**src/rtl/clock_pkg.sv**
```systemverilog
// Shared types and limits for the 12-hour clock datapath.
// Wrap helpers keep edited values inside 0..max.
package clock_pkg;

  typedef enum logic [1:0] {
    RUN     = 2'd0,
    SET_HR  = 2'd1,
    SET_MIN = 2'd2,
    COMMIT  = 2'd3
  } state_e;

  localparam int HR_MAX_DEF  = 11;
  localparam int MIN_MAX_DEF = 59;

  function automatic logic [6:0] wrap_inc(
    input logic [6:0] v,
    input logic [6:0] max
  );
    return (v >= max) ? 7'd0 : v + 7'd1;
  endfunction

  function automatic logic [6:0] wrap_dec(
    input logic [6:0] v,
    input logic [6:0] max
  );
    return (v == 7'd0 || v > max) ? max : v - 7'd1;
  endfunction

endpackage

```
**src/rtl/clock_set_ctrl_btn_repeat.sv**
```systemverilog
// Button press detect with hold-to-repeat.
// step_o fires on press, after REPEAT_DLY cycles held, then every REPEAT_RATE+1.
module btn_repeat #(
  parameter int REPEAT_DLY  = 49999999,
  parameter int REPEAT_RATE = 9999999
) (
  input  logic clk_i,
  input  logic rst_i,
  input  logic btn_i,
  input  logic clr_i,
  output logic lvl_o,
  output logic press_o,
  output logic step_o
);

  localparam int RMAX = (REPEAT_DLY > REPEAT_RATE) ?
                        REPEAT_DLY : REPEAT_RATE;
  localparam int RW = $clog2(RMAX) + 1;
  localparam logic [RW-1:0] DLY_LAST  = RW'(REPEAT_DLY - 1);
  localparam logic [RW-1:0] RATE_LAST = RW'(REPEAT_RATE);

  logic          lvl_q;
  logic          prv_q;
  logic          rep_q;
  logic [RW-1:0] cnt_q;
  logic          press;
  logic          hit;

  assign press = lvl_q & ~prv_q;
  assign hit   = rep_q ? (cnt_q == RATE_LAST)
                       : (cnt_q == DLY_LAST);

  assign lvl_o   = lvl_q;
  assign press_o = press;
  assign step_o  = ~clr_i & (press | (lvl_q & hit));

  always_ff @(posedge clk_i) begin
    if (rst_i) begin
      lvl_q <= 1'b0;
      prv_q <= 1'b0;
      rep_q <= 1'b0;
      cnt_q <= '0;
    end else begin
      lvl_q <= btn_i;
      prv_q <= lvl_q;
      if (!lvl_q || clr_i || press) begin
        cnt_q <= '0;
        rep_q <= 1'b0;
      end else if (hit) begin
        cnt_q <= '0;
        rep_q <= 1'b1;
      end else begin
        cnt_q <= cnt_q + RW'(1);
      end
    end
  end

endmodule

```
**src/rtl/clock_set_ctrl.sv**
```systemverilog
// Time-set sequencer: RUN -> SET_HR -> SET_MIN -> COMMIT.
// Holds the timebase while editing and blinks the edited field.
module clock_set_ctrl
  import clock_pkg::*;
#(
  parameter int HR_MAX      = HR_MAX_DEF,
  parameter int MIN_MAX     = MIN_MAX_DEF,
  parameter int BLINK_DIV   = 24999999,
  parameter int REPEAT_DLY  = 49999999,
  parameter int REPEAT_RATE = 9999999,
  parameter int TIMEOUT     = 0
) (
  input  logic       clk_i,
  input  logic       rst_i,
  input  logic       mode_btn_i,
  input  logic       inc_btn_i,
  input  logic       dec_btn_i,
  input  logic [6:0] hours_i,
  input  logic [6:0] minutes_i,
  output logic [6:0] set_hour_o,
  output logic [6:0] set_min_o,
  output logic       load_o,
  output logic       run_en_o,
  output logic       blank_hr_o,
  output logic       blank_min_o,
  output logic [1:0] state_o
);

  localparam int BW = $clog2(BLINK_DIV) + 1;
  localparam int TW = $clog2(TIMEOUT) + 1;
  localparam logic [BW-1:0] BL_LAST = BW'(BLINK_DIV);
  localparam logic [TW-1:0] TO_LAST = TW'(TIMEOUT - 1);
  localparam logic [6:0]    HMAX    = 7'(HR_MAX);
  localparam logic [6:0]    MMAX    = 7'(MIN_MAX);

  state_e        state_q;
  logic          mode_lvl_q;
  logic          mode_prv_q;
  logic [6:0]    hr_q;
  logic [6:0]    min_q;
  logic          load_q;
  logic          run_en_q;
  logic          phase_q;
  logic [BW-1:0] blink_q;
  logic [TW-1:0] idle_q;

  logic       mode_press;
  logic       inc_lvl, inc_press, inc_step;
  logic       dec_lvl, dec_press, dec_step;
  logic       both;
  logic       step;
  logic       activity;
  logic       to_hit;
  logic [6:0] hr_d;
  logic [6:0] min_d;

  assign mode_press = mode_lvl_q & ~mode_prv_q;
  assign both       = inc_lvl & dec_lvl;

  btn_repeat #(
    .REPEAT_DLY (REPEAT_DLY),
    .REPEAT_RATE(REPEAT_RATE)
  ) u_inc (
    .clk_i  (clk_i),
    .rst_i  (rst_i),
    .btn_i  (inc_btn_i),
    .clr_i  (both),
    .lvl_o  (inc_lvl),
    .press_o(inc_press),
    .step_o (inc_step)
  );

  btn_repeat #(
    .REPEAT_DLY (REPEAT_DLY),
    .REPEAT_RATE(REPEAT_RATE)
  ) u_dec (
    .clk_i  (clk_i),
    .rst_i  (rst_i),
    .btn_i  (dec_btn_i),
    .clr_i  (both),
    .lvl_o  (dec_lvl),
    .press_o(dec_press),
    .step_o (dec_step)
  );

  assign step     = inc_step | dec_step;
  assign activity = step | inc_press | dec_press;
  assign to_hit   = (TIMEOUT != 0) && (idle_q == TO_LAST)
                    && !activity;

  always_comb begin
    hr_d  = inc_step ? wrap_inc(hr_q, HMAX)
                     : wrap_dec(hr_q, HMAX);
    min_d = inc_step ? wrap_inc(min_q, MMAX)
                     : wrap_dec(min_q, MMAX);
  end

  always_ff @(posedge clk_i) begin
    if (rst_i) begin
      state_q    <= RUN;
      mode_lvl_q <= 1'b0;
      mode_prv_q <= 1'b0;
      hr_q       <= '0;
      min_q      <= '0;
      load_q     <= 1'b0;
      run_en_q   <= 1'b1;
      phase_q    <= 1'b0;
      blink_q    <= '0;
      idle_q     <= '0;
    end else begin
      mode_lvl_q <= mode_btn_i;
      mode_prv_q <= mode_lvl_q;
      load_q     <= 1'b0;
      if (blink_q == BL_LAST) begin
        blink_q <= '0;
        phase_q <= ~phase_q;
      end else begin
        blink_q <= blink_q + BW'(1);
      end
      unique case (state_q)
        RUN: begin
          idle_q   <= '0;
          run_en_q <= 1'b1;
          if (mode_press) begin
            state_q  <= SET_HR;
            run_en_q <= 1'b0;
            hr_q     <= (hours_i > HMAX) ? HMAX : hours_i;
            min_q    <= (minutes_i > MMAX) ? MMAX : minutes_i;
            blink_q  <= '0;
            phase_q  <= 1'b0;
          end
        end
        SET_HR, SET_MIN: begin
          // mode wins over a coincident inc/dec step
          if (mode_press) begin
            idle_q  <= '0;
            blink_q <= '0;
            phase_q <= 1'b0;
            if (state_q == SET_HR) begin
              state_q <= SET_MIN;
            end else begin
              state_q <= COMMIT;
              load_q  <= 1'b1;
            end
          end else if (to_hit) begin
            state_q  <= RUN;
            run_en_q <= 1'b1;
            idle_q   <= '0;
          end else begin
            idle_q <= activity ? '0 : idle_q + TW'(1);
            if (step) begin
              blink_q <= '0;
              phase_q <= 1'b0;
              if (state_q == SET_HR) hr_q <= hr_d;
              else                   min_q <= min_d;
            end
          end
        end
        COMMIT: begin
          state_q  <= RUN;
          run_en_q <= 1'b1;
        end
      endcase
    end
  end

  assign set_hour_o  = hr_q;
  assign set_min_o   = min_q;
  assign load_o      = load_q;
  assign run_en_o    = run_en_q;
  assign blank_hr_o  = phase_q & (state_q == SET_HR);
  assign blank_min_o = phase_q & (state_q == SET_MIN);
  assign state_o     = state_q;

endmodule

```
**config.mk**
```make
export PLATFORM = sky130hd
export DESIGN_NAME = clock_set_ctrl
export DESIGN_NICKNAME = d
export VERILOG_FILES = /design/src/rtl/clock_pkg.sv /design/src/rtl/clock_set_ctrl_btn_repeat.sv /design/src/rtl/clock_set_ctrl.sv
export SDC_FILE = /design/constraint.sdc
export NUM_CORES = 1
export LEC_CHECK = 0
export ABC_AREA = 1
export CAP_MARGIN = 20
export CELL_PAD_IN_SITES_DETAIL_PLACEMENT = 0
export CELL_PAD_IN_SITES_GLOBAL_PLACEMENT = 1
export CORE_ASPECT_RATIO = 1.5
export CORE_MARGIN = 1
export CORE_UTILIZATION = 28
export DETAILED_ROUTE_END_ITERATION = 10
export GPL_ROUTABILITY_DRIVEN = 0
export GPL_TIMING_DRIVEN = 0
export PLACE_DENSITY_LB_ADDON = 0.08
export REMOVE_ABC_BUFFERS = 1
export SKIP_LAST_GASP = 1
export SLEW_MARGIN = 10
export SYNTH_ARGS = -nofsm -noshare
export SYNTH_HDL_FRONTEND = slang
export SYNTH_SLANG_ARGS = --single-unit
```
**constraint.sdc**
```tcl
create_clock -name clk_i -period 2.94 [get_ports clk_i]
set_clock_uncertainty 0.05 [all_clocks]
set_input_delay 0.588 -clock clk_i [delete_from_list [all_inputs] [get_ports clk_i]]
set_output_delay 0.588 -clock clk_i [all_outputs]
set_load 0.005 [all_outputs]
```
Word-level counts from Yosys, hierarchy flattened
Cells that the tools add are included.
{"block": "word_totals", "reg_bits": 107}
{"block": "op_classes", "addsub": 7, "bitwise": 20, "reduce_logical": 21, "magnitude_cmp": 6, "mux": 37, "n_eq_ne": 14}
{"cell": "2-to-1 mux 7 bit", "count": 16}
{"cell": "2-to-1 mux 26 bit", "count": 4}
{"cell": "adder 27 x 1 -> 27 bit (second input constant)", "count": 2}
{"cell": "equality test 27 x 24 -> 1 bit (second input constant)", "count": 2}
{"cell": "equality test 27 x 26 -> 1 bit (second input constant)", "count": 2}
{"cell": "case mux 26 bit (2 select lines)", "count": 1}
{"cell": "case mux 7 bit (2 select lines)", "count": 2}
{"cell": "adder 26 x 1 -> 26 bit (second input constant)", "count": 1}
{"cell": "equality test 26 x 25 -> 1 bit (second input constant)", "count": 1}
{"cell": "adder 7 x 1 -> 7 bit (second input constant)", "count": 2}
{"cell": "greater-than comparator 7 x 4 -> 1 bit (second input constant)", "count": 2}
{"cell": "greater-than comparator 7 x 6 -> 1 bit (second input constant)", "count": 2}
{"cell": "logical NOT 7 bit", "count": 2}
{"cell": "subtractor 7 x 1 -> 7 bit (second input constant)", "count": 2}
{"cell": "!= test 2 bit (second input constant)", "count": 6}
{"cell": "AND 1 bit", "count": 10}
{"cell": "AND reduction 5 bit", "count": 2}
{"cell": "2-to-1 mux 1 bit", "count": 9}
{"cell": "OR reduction 3 bit", "count": 3}
{"cell": ">= comparator 7 x 4 -> 1 bit (second input constant)", "count": 1}
{"cell": ">= comparator 7 x 6 -> 1 bit (second input constant)", "count": 1}
{"cell": "NOT 1 bit", "count": 7}
{"cell": "logical OR 1 bit", "count": 6}
{"cell": "case mux 2 bit (3 select lines)", "count": 1}
{"cell": "other kinds (10)", "count": 18}

Logic depth before layout (Yosys ltp)
{"block": "depth", "depth_word": 10, "ltp_mapped": 15, "mapped_depth_nobuf": 13}

By module
Synthesis repeated with hierarchy kept, for this count alone.
{"block": "unflattened", "cells_unflattened": 982, "area_unflattened_um2": 6401.1}
{"mod": "btn_repeat", "area_each_um2": 1707.9, "instances": 2, "seq_area_each_um2": 600.6, "cells_each": 261}
{"mod": "clock_set_ctrl", "area_each_um2": 2985.4, "instances": 1, "seq_area_each_um2": 940.9, "cells_each": 460}

Least setup slack after synthesis
No wires, ideal clock.
{"block": "synth_timing", "path_type": "flip-flop to flip-flop", "start": "register state_q[0] (netlist: state_o[0])", "end": "register min_q[1] (netlist: set_min_o[1])", "period_less_slack_ps": 1886, "stages_incl_launch_ff": 10, "setup_time_ps": 113, "arrival_ps": 1723, "setup_slack_ps": 1054, "path_cell_list": "dfxtp_1 inv_1 ha_1 nor2_1 or2_2 a21oi_1 nand3_4 buf_6 nor2_1 nor2_1"}
{"block": "synth_between", "elab_chain_len": 4, "elab_cells_between_ends": 11}
{"element": "from (decl)", "line_no": "clock_set_ctrl.sv:36", "source": "state_e state_q;"}
{"element": "from (signal assigned)", "line_no": "clock_set_ctrl.sv:100", "source": "state_q <= RUN;"}
{"element": "from (signal assigned)", "line_no": "clock_set_ctrl.sv:125", "source": "state_q <= SET_HR;"}
{"element": "from (signal assigned)", "line_no": "clock_set_ctrl.sv:140", "source": "state_q <= SET_MIN;"}
{"element": "equality test 2 x 1 -> 1 bit / equality test 2 bit (equally long branches)", "line_no": "clock_set_ctrl.sv:120, clock_set_ctrl.sv:154"}
{"element": "OR reduction 2 bit", "line_no": "clock_set_ctrl.sv:120", "source": "unique case (state_q)"}
{"element": "!= test 2 bit (no line) / nonzero test 2 bit (equally long branches)"}
{"element": "AND reduction 5 bit (no line)"}
{"element": "to (signal assigned)", "line_no": "clock_set_ctrl.sv:128", "source": "min_q <= (minutes_i > MMAX) ? MMAX : minutes_i;"}
{"element": "to (signal assigned)", "line_no": "clock_set_ctrl.sv:155", "source": "else min_q <= min_d;"}
{"element": "to (decl)", "line_no": "clock_set_ctrl.sv:40", "source": "logic [6:0] min_q;"}
Several ways; a longest one is shown, not always the timed one.
A chain may end at the register's enable or synchronous reset.

Final worst setup path
{"block": "layout_timing", "start": "register state_q[0] (netlist: state_o[0])", "end": "register hr_q[3] (netlist: set_hour_o[3])"}
{"block": "layout_between", "elab_chain_len": 4, "elab_cells_between_ends": 11}
{"element": "equality test 2 x 1 -> 1 bit / equality test 2 bit (equally long branches)", "line_no": "clock_set_ctrl.sv:120, clock_set_ctrl.sv:154"}
{"element": "OR reduction 2 bit", "line_no": "clock_set_ctrl.sv:120"}
{"element": "!= test 2 bit (no line) / nonzero test 2 bit (equally long branches)"}
{"element": "AND reduction 5 bit (no line)"}
{"element": "to (signal assigned)", "line_no": "clock_set_ctrl.sv:127", "source": "hr_q <= (hours_i > HMAX) ? HMAX : hours_i;"}
{"element": "to (signal assigned)", "line_no": "clock_set_ctrl.sv:154", "source": "if (state_q == SET_HR) hr_q <= hr_d;"}
{"element": "to (decl)", "line_no": "clock_set_ctrl.sv:39", "source": "logic [6:0] hr_q;"}
Several ways; a longest one is shown, not always the timed one.

==> impl_results.md <==
* Avg Synthesized Cell Area at just under 7 um2
* Power per cell area at ~550 mW/mm2
* Headroom to the max-slew limit at about 35%
* Sequential element share of the synthesized area at a little over a third
* Most common library cell in the layout ignoring fill and taps: nand2_1
* Tightest Pin Transition at between 0.9 and 1 ns
* Num ports at 39
* Max-slew violation count at 0
* Sequence of cells on the critical path: inv_1 > ha_1 > inv_1 > nor2_1 > nor2_1 > nand3_2 > nand2_1 > nand2_1 > nor2_1
* Commonest cells after routing, fill and taps aside: nand2_1, nor2_1, inv_1
* Port bufs at 38
* Count of buffering cells on the critical path with inverters included at 2
* Met2 routing resource usage after global routing at between 20% and 30%
* Root buffer selected by CTS: clkbuf_16
* Crit path capture type: flop
* Insertion delay of the later-clocked pin in the worst-skew pair at 0.37 ns
* Max-capacitance violation count at 0
* Number of instances in the synthesized netlist at between 800 and 900
* Portion of netlist area occupied by mux cells at 0%
* Final #Nets at approximately 950
* Number of CTS-inserted buffers at 9
* Die area at between 0.02 and 0.025 mm2
* Category of the critical setup timing path: flop to flop
* Slack of the critical path at roughly 0.36 ns
* Global routing usage on met3 at about 2.8%
* Area fraction in and, or, nand and nor cells after synthesis at about two fifths
* Global-route track usage on met1 at 16.8%
* Final critical-path required period at between 2 and 3 ns
* Layout overhead on the synthesized area at 14.9%
* Final sum of negative setup slack at 0 ns
* Number of distinct library cell variants in the gate-level netlist after synthesis at 42
* Ratio of cells with drive above 1 in the final layout at 8.00%
* Critical Path Fanout Max at 20
* Total via count in the routed design at 5474
* Library cell appearing most often on the critical path: nor2_1
* Total global routing overflow at 0
* Class of the tightest hold or removal check: flop to flop
* TritonCTS clock tree: done
* Die height at roughly 180 um
* Kind of start point of the critical path: flop
* Required time of the critical path at 3.16 ns
* DRC errors left at 0
* First-pass GRT wire length at 26600 um
* Antenna violations before repair at 0
* Core outline area at roughly 0.021 mm2
* Remaining antenna violation count after routing at 0
* Detailed Routing Iterations Pass 1 at 4
* Setup repair after global routing missed its margin: false
* Crit path largest cell delay at 0.79 ns
* Final Hold Violating Endpoints at 0
* 1st-iter DRT viols at around 150
* Critical path's top delay family: adder cells
* TritonCTS sink count at between 100 and 150
* Post-Place Worst Slack at -0.678 ns
* Hold-fix buffers at CTS at 0
* Routed Wire Length at roughly 16000 um
* Synth Cell Area at around 0.006 mm2
* Final critical-path share of the clock period at roughly 88%
* Run status: finished clean
* Final HPWL from detailed placement at around 12000 um
* Final setup viols at 0
* Main combinational cell family by area after synthesis: simple AND/OR/NAND/NOR gates
* Flops & latches, synth at 107
* Initial core utilization at 28.5%
* CTS clk-pin slew, worst paths at approximately 0.080 ns
* Maximum number of pins on one net before global-route repair at 27
* Static leakage at 2.56 nW
* Layer carrying the most global-route usage: met2
* Site Rows at between 60 and 70
* Peak clock frequency supported by timing at approximately 390 MHz
* Clock tree buffer depth at 2
* Overall global routing resource usage at between 10% and 20%
* Via count of the first global-routing pass at 5552
* Critical Path AT at between 2 and 3 ns
* H-tree depth at 3
* Master of the slowest instance on the critical path: ha_1
* Xor and xnor fraction of the mapped netlist area at under 10%
* X dimension of the die at about 120 um
* Fraction of the mapped netlist area in compound gates at 6.50%
* Number of antenna repair diodes at 0
* Post-synthesis share of cell area spent on full adders, half adders and majority gates at 2.50%
* Worst vdd ir at between 0.2 and 0.3 mV
* Warning count from the yosys run at 0
* Vias per cell at 4.59
* Detailed-route wire length per cell at between 10 and 15 um
[flip-flops by register name (all words and copies together), names as in the netlist]
register	cells
mode_lvl_q	1
phase_q	1
mode_prv_q	1
u_inc.lvl_o	1
u_dec.rep_q	1
u_inc.rep_q	1
blink_q	26
u_dec.cnt_q	27
u_dec.prv_q	1
run_en_o	1
set_min_o	7
set_hour_o	7
u_inc.prv_q	1
state_o	2
u_inc.cnt_q	27
load_o	1
u_dec.lvl_o	1
[final cells by class]
class	instances	area, um2
multi-input cells	639	3270
inverters	122	462
well taps	268	335
clock inverters	4	23.8
repair buffers	41	407
clock buffers	12	256
fillers	2399	14200
flip-flops and latches	107	2140
[cells in the mapped netlist, drive strengths merged]
| cell type | instances | area (um2) |
|---|---|---|
| nand3 | 70 | 395 |
| inv | 121 | 454 |
| nor4 | 7 | 65.1 |
| a211oi | 1 | 7.51 |
| nand3b | 2 | 15.0 |
| nand4 | 25 | 163 |
| o31ai | 3 | 22.5 |
| nand2 | 208 | 801 |
| nor3 | 28 | 160 |
| and3 | 1 | 6.26 |
| buf | 14 | 101 |
| nor3b | 10 | 85.1 |
| clkbuf | 8 | 31.3 |
| o21ai | 28 | 140 |
| dfxtp | 107 | 2140 |
| xor2 | 24 | 210 |
| clkinv | 1 | 3.75 |
| o32ai | 1 | 8.76 |
| ha | 12 | 150 |
| or2 | 6 | 37.5 |
| a21oi | 30 | 150 |
| or3 | 1 | 6.26 |
| o21a | 4 | 30.0 |
| xnor2 | 14 | 123 |
| nor2 | 159 | 664 |
| a31oi | 5 | 31.3 |
[repair_timing]
action / in CTS / in global routing
cloned: 0 / 0
buffers inserted: 0 / 2
endpoints found under the setup margin: 15 / 5
gates resized for setup: 1 / 1
[metal layers]
metal / share of wire (%) / vias up
met3: 2.0 / 16
met4: 1.8 / 0
met1: 44 / 2510
met5: 0 / -
li1: - / 2889
met2: 52 / 59
[metrics by stage]
step | instances | hold WS (ns) | utilization (%) | power, W | area, um2
global route | 1193 | 0.441 | 32.8 | 0.00411 | 6900
CTS | 1191 | 0.409 | 32.7 | 0.00388 | 6880
detailed placement | 1175 | 0.391 | 31.3 | 0.00263 | 6600
global placement | 1174 | 0.384 | 31.3 | 0.00264 | 6590
finish | 1193 | 0.402 | 32.8 | 0.00381 | 6900
floorplan | 868 | 0.368 | - | 0.00228 | 5870
[logic make-up after synthesis]
group / count (synthesis)
compound gates: 72
xor+xnor: 38
fa+ha+maj: 12
buf+inv: 144
flops: 107
simple gates: 517
[final timing paths]
path	to	from	cells past startpoint	slack, ns
max	set_hour_o[3]$_SDFFE_PP0P_	state_o[0]$_SDFFE_PP0P_	9	0.36
min	blink_q[0]$_SDFF_PP0_	blink_q[0]$_SDFF_PP0_	1	0.40
max reg2reg	set_hour_o[3]$_SDFFE_PP0P_	state_o[0]$_SDFFE_PP0P_	9	0.36
min reg2reg	blink_q[0]$_SDFF_PP0_	blink_q[0]$_SDFF_PP0_	1	0.40
[where the power goes]
part	internal, W	switching, W
Clock	0.000622	0.000596
Combinational	0.000396	0.000586
Sequential	0.00151	0.0000942
Total	0.00253	0.00128
No activity file was read; power rests on OpenSTA's default activity.
